**config.mk**
```make
export PLATFORM = sky130hd
export DESIGN_NAME = uart_alu_intf
export DESIGN_NICKNAME = d
export VERILOG_FILES = /design/src/rtl/uart_alu_intf.sv
export SDC_FILE = /design/constraint.sdc
export NUM_CORES = 1
export LEC_CHECK = 0
export CAP_MARGIN = 30
export CORE_MARGIN = 3
export CORE_UTILIZATION = 42
export DETAILED_ROUTE_END_ITERATION = 12
export GPL_ROUTABILITY_DRIVEN = 1
export PLACE_DENSITY = 0.79
export SLEW_MARGIN = 20
export SYNTH_ARGS = -nofsm -noshare
export SYNTH_HDL_FRONTEND = slang
export SYNTH_SLANG_ARGS = --single-unit
```
**constraint.sdc**
```tcl
create_clock -name i_clock -period 1.5 [get_ports i_clock]
set_input_delay 0.15 -clock i_clock [delete_from_list [all_inputs] [get_ports i_clock]]
set_output_delay 0.15 -clock i_clock [all_outputs]
set_load 0.1 [all_outputs]
```
**src/rtl/uart_alu_intf.sv**
```systemverilog
// Byte sequencer between UART RX, a combinational ALU and UART TX: collects A, B, opcode,
// captures the ALU result and launches one TX frame. Optional inter-byte timeout: INTF_TIMEOUT_EN.
module uart_alu_intf #(
    parameter int D_BIT          = 8,
    parameter int OP_BITS        = 6,
    parameter int TIMEOUT_CYCLES = 100000
) (
    input  logic               i_clock,
    input  logic               i_reset,
    input  logic               i_rx_done_tick,
    input  logic [D_BIT-1:0]   i_rx_data,
    input  logic [D_BIT-1:0]   i_alu_result,
    input  logic               i_tx_done_tick,
    output logic [D_BIT-1:0]   o_data_a,
    output logic [D_BIT-1:0]   o_data_b,
    output logic [OP_BITS-1:0] o_op,
    output logic               o_tx_start,
    output logic [D_BIT-1:0]   o_tx_data,
    output logic               o_busy,
    output logic               o_drop_tick,
    output logic               o_timeout
);

    typedef enum logic [2:0] {
        WAIT_A, WAIT_B, WAIT_OP, CALC, SEND, WAIT_TX
    } state_t;

    state_t             state_q, state_d;
    logic [D_BIT-1:0]   data_a_q, data_a_d;
    logic [D_BIT-1:0]   data_b_q, data_b_d;
    logic [OP_BITS-1:0] op_q, op_d;
    logic [D_BIT-1:0]   tx_data_q, tx_data_d;
    logic               tx_start_q, tx_start_d;
    logic               drop_q, drop_d;
    logic               busy;
    logic               collecting;
    logic               timeout_hit;

    assign busy       = (state_q == CALC) || (state_q == SEND) || (state_q == WAIT_TX);
    assign collecting = (state_q == WAIT_B) || (state_q == WAIT_OP);

`ifdef INTF_TIMEOUT_EN
    localparam int CNT_W = (TIMEOUT_CYCLES > 1) ? $clog2(TIMEOUT_CYCLES) : 1;
    localparam logic [CNT_W-1:0] CNT_MAX = CNT_W'(TIMEOUT_CYCLES - 1);

    logic [CNT_W-1:0] cnt_q, cnt_d;
    logic             timeout_q;

    // A byte landing on the terminal count wins over the timeout.
    assign timeout_hit = collecting && !i_rx_done_tick && (cnt_q == CNT_MAX);

    // Counter only advances while lingering in a collect state; any byte,
    // state change or timeout brings it back to zero.
    always_comb begin
        cnt_d = '0;
        if (collecting && !i_rx_done_tick && !timeout_hit)
            cnt_d = cnt_q + 1'b1;
    end

    always_ff @(posedge i_clock) begin
        if (i_reset) begin
            cnt_q     <= '0;
            timeout_q <= 1'b0;
        end else begin
            cnt_q     <= cnt_d;
            timeout_q <= timeout_hit;
        end
    end

    assign o_timeout = timeout_q;
`else
    logic unused_cfg;

    assign timeout_hit = 1'b0;
    assign o_timeout   = 1'b0;
    assign unused_cfg  = |TIMEOUT_CYCLES;
`endif

    always_comb begin
        state_d    = state_q;
        data_a_d   = data_a_q;
        data_b_d   = data_b_q;
        op_d       = op_q;
        tx_data_d  = tx_data_q;
        tx_start_d = 1'b0;
        drop_d     = i_rx_done_tick && busy;
        case (state_q)
            WAIT_A: begin
                if (i_rx_done_tick) begin
                    data_a_d = i_rx_data;
                    state_d  = WAIT_B;
                end
            end
            WAIT_B: begin
                if (i_rx_done_tick) begin
                    data_b_d = i_rx_data;
                    state_d  = WAIT_OP;
                end else if (timeout_hit) begin
                    state_d = WAIT_A;
                end
            end
            WAIT_OP: begin
                if (i_rx_done_tick) begin
                    op_d    = i_rx_data[OP_BITS-1:0];
                    state_d = CALC;
                end else if (timeout_hit) begin
                    state_d = WAIT_A;
                end
            end
            CALC: begin
                // Operands have been stable for a full cycle by now.
                tx_data_d = i_alu_result;
                state_d   = SEND;
            end
            SEND: begin
                tx_start_d = 1'b1;
                state_d    = WAIT_TX;
            end
            WAIT_TX: begin
                if (i_tx_done_tick)
                    state_d = WAIT_A;
            end
            default: state_d = WAIT_A;
        endcase
    end

    always_ff @(posedge i_clock) begin
        if (i_reset) begin
            state_q    <= WAIT_A;
            data_a_q   <= '0;
            data_b_q   <= '0;
            op_q       <= '0;
            tx_data_q  <= '0;
            tx_start_q <= 1'b0;
            drop_q     <= 1'b0;
        end else begin
            state_q    <= state_d;
            data_a_q   <= data_a_d;
            data_b_q   <= data_b_d;
            op_q       <= op_d;
            tx_data_q  <= tx_data_d;
            tx_start_q <= tx_start_d;
            drop_q     <= drop_d;
        end
    end

    assign o_data_a    = data_a_q;
    assign o_data_b    = data_b_q;
    assign o_op        = op_q;
    assign o_tx_data   = tx_data_q;
    assign o_tx_start  = tx_start_q;
    assign o_drop_tick = drop_q;
    assign o_busy      = busy;

endmodule

```
==> results of run 1 <==
## final cells by class
| cell class | count | area, um2 | share of cell area |
|---|---|---|---|
| Multi-Input combinational cell | 86 | 559.3 | 0.2420 |
| Clock buffer | 6 | 51.30 | 0.02220 |
| Sequential cell | 35 | 706.9 | 0.3059 |
| Clock inverter | 1 | 5.005 | 0.002166 |
| Timing Repair Buffer | 60 | 935.9 | 0.4050 |
| Tap cell | 42 | 52.55 | 0.02274 |
## flip-flops by register name (all words and copies together), names as in the netlist
| name | flops |
|---|---|
| o_data_b | 8 |
| o_tx_data | 8 |
| o_drop_tick | 1 |
| o_data_a | 8 |
| o_tx_start | 1 |
| state_q | 3 |
| o_op | 6 |
## report_power, final
group,internal [W],switching [W]
Clock,0.000217,0.000300
Combinational,0.000225,0.000343
Sequential,0.000964,0.0000441
## cells in the final DEF (no fill, tap or decap)
cell type	synthesis	final
mux2i_1	22	22
dfxtp_2	0	2
nand2_2	0	1
nand2_1	17	16
conb_1	1	1
a211oi_1	1	1
and3b_1	1	1
or2b_1	1	1
clkbuf_8	0	1
nor4b_4	1	1
nor3_1	1	1
a31oi_1	1	1
clkbuf_4	0	5
and4bb_2	2	2
a21oi_1	9	9
dfxtp_4	0	1
buf_12	0	35
or4b_1	2	2
clkinv_2	0	1
buf_4	4	6
dfxtp_1	35	32
nand3b_1	2	2
a21o_1	1	1
nor2_1	22	22
clkdlybuf4s50_1	0	19
or3b_2	1	1
nand2b_1	1	1
## timing repair
item,in CTS,in global routing
resized for setup,3,1
hold buffers,0,0
endpoints found under the setup margin,1,1
setup buffers,1,1
pin swaps,1,0
## cell families (layout without fill, tap and decap cells)
kind of cell,Yosys count,in the layout,share of synthesized area
flip-flops,35,35,0.5338
multiplexers,22,22,0.1678
buffers and inverters,10,67,0.04194
other,1,1,0.002857
AO/OA/AOI/OAI,12,12,0.05053
AND/OR/NAND/NOR,51,51,0.2030
## stage by stage
stage | hold slack [ns] | cell area (um2) | total power [W]
after floorplan | 0.2860 | 1315 | 0.001354
after global placement | 0.4835 | 2233 | 0.001581
after detailed placement | 0.4912 | 2233 | 0.001595
after CTS | 0.4060 | 2302 | 0.002104
after global routing | 0.4299 | 2311 | 0.002167
final | 0.4171 | 2311 | 0.002093
## per-layer routing
layer  share of wire  vias to the layer above  GRT usage
li1                -                      553          -
met1            0.38                      537     0.2312
met2            0.55                       37     0.3752
met3           0.049                        5    0.07025
met4           0.017                        0    0.07576
met5               0                        -          0
## worst register-to-register path, delay by kind of cell, from the launching register on
kind,cells,cell delay [ns]
and+or+nand+nor,2,0.83
AOI/OAI and AO/OA,1,0.08
DFF,1,0.38
## worst max-delay path by stage
stage             endpoint  slack (ns)
2_1_floorplan  o_drop_tick       0.007
3_3_place_gp   o_data_a[7]       -0.10
3_5_place_dp   o_data_a[0]       -0.17
4_1_cts             o_busy        0.02
5_1_grt             o_busy       0.006
6_report            o_busy        0.06
==> reports/metrics.cfg, run 1 <==
[synth]
ys_seq_area_frac = 0.5338
netlist.area_leader.share = 0.5338
ys_ff_latch = 35
ys.flop_type = dfxtp_1
avgSynthCellArea_um2 = 10.02
yosysMostFrequentCell = dfxtp_1
yosysTopAreaCell = dfxtp_1
synth-edff-count = 0
syn-num-nets = 151
ys_top_cells_by_area = dfxtp_1 (53%), mux2i_1 (17%), nor2_1 (6.3%), nand2_1 (4.9%), a21oi_1 (3.4%)
yosysUniqueCellTypes = 22
syn_inst = 131
ys_top_cells_by_count = dfxtp_1 (35), mux2i_1 (22), nor2_1 (22), nand2_1 (17), a21oi_1 (9)
syn_area_um2 = 1313
ys_warn_count = 0
synthArstFlopShare = 0

[clock_network]
clk_latency_ns = 0.34
numCtsBuffers = 5
cts_tree = built
htreeDepth = 2
clockBufferDepth = 2
cts.sinks = 35
path_clk_slew_ns = 0.10
cts-root-buf = clkbuf_4

[place]
place_congestion = 0.7665
hpwlAfterDp_um = 2820
place_ws_ns = -0.1743
io_buffers = 52
post-place-cells = 221

[drt]
avgRoutedWirePerCell_um = 15.58
drc = 0
drt_iter0_drc = 56
drtPass1Iterations = 4
wl_um = 3584
avgViaCountPerCell = 4.922
ant_nets = 0
vias = 1132

[sta]
fin_setup_tns_ns = 0
setup_viol = 0
finalHoldViolations = 0
max_freq_mhz = 693.7
finalCriticalPeriod_ns = 1.442
setup_slack_ns = 0.05843
final.period_utilization = 0.9610
rsz0062_at_grt = no
clock-skew-final_ns = 0.007254
finalMaxSlewViolations = 0

[final_layout]
nFillCells = 169
diodes = 0
areaGrowthSynthToFinish_pct = 76.07
utilization = 0.8034
drive_above_1_share = 0.2979
layout.nets = 208
instances_no_fill = 230

[global_routing]
grt_max_degree = 18
grt_pass1_vias = 1153
grt_pass1_wl_um = 5623
antenna_found_initial = 0
gr-usage-all-layers = 0.2102
grt_remaining_overflow = 0

[pwr]
peakVddDrop_mv = 0.8122
power_leakage_nw = 0.9469
power_density_nw_per_um2 = 905.5

[floorplan]
die-area_um2 = 3832
start_util = 0.4563
rows = 19
io_pins = 54
die-height_um = 61.90
chipWidth_um = 61.90
coreArea_um2 = 2877

[run_status]
status = finished clean

[worst_setup_path]
path_buf_inv = 1
rr_endpoint = o_data_a[4]
critPathTopFamily = flip-flops
path_cells = or2b_1 -> nand2_2 -> buf_12
cp-start-kind = flop
regToRegSetupSlack_ns = 0.10
crit_start = state_q[2]
r2r_start = state_q[2]
endpoint_kind = output port
cp.required_ns = 1.35
crit_fanout = 8
cp_data_arrival_time_ns = 1.29
critical_path_depth = 3
cpPeakStageDelay_ns = 0.39
ff2ff_path_depth = 3
crit_slowest_cell = dfxtp_4
path_class = flop to output port

[min_path]
hold_path.class = input port to flop
hold_start = i_alu_result[1]
whs_path_depth = 3
hold-path-endpoint = o_tx_data[1]

[run]
maxCapViolCount = 0

(Power assumes the default switching activity.)
==> run 2: changes to the inputs <==
--- a/config.mk
+++ b/config.mk
@@ -8,6 +8,7 @@
 export CAP_MARGIN = 30
 export CORE_MARGIN = 3
 export CORE_UTILIZATION = 42
+export CTS_CLUSTER_DIAMETER = 100
 export DETAILED_ROUTE_END_ITERATION = 12
 export GPL_ROUTABILITY_DRIVEN = 1
 export PLACE_DENSITY = 0.79
==> results of run 2 <==
Final layout, timing and power as in run 1 (identical DEF).
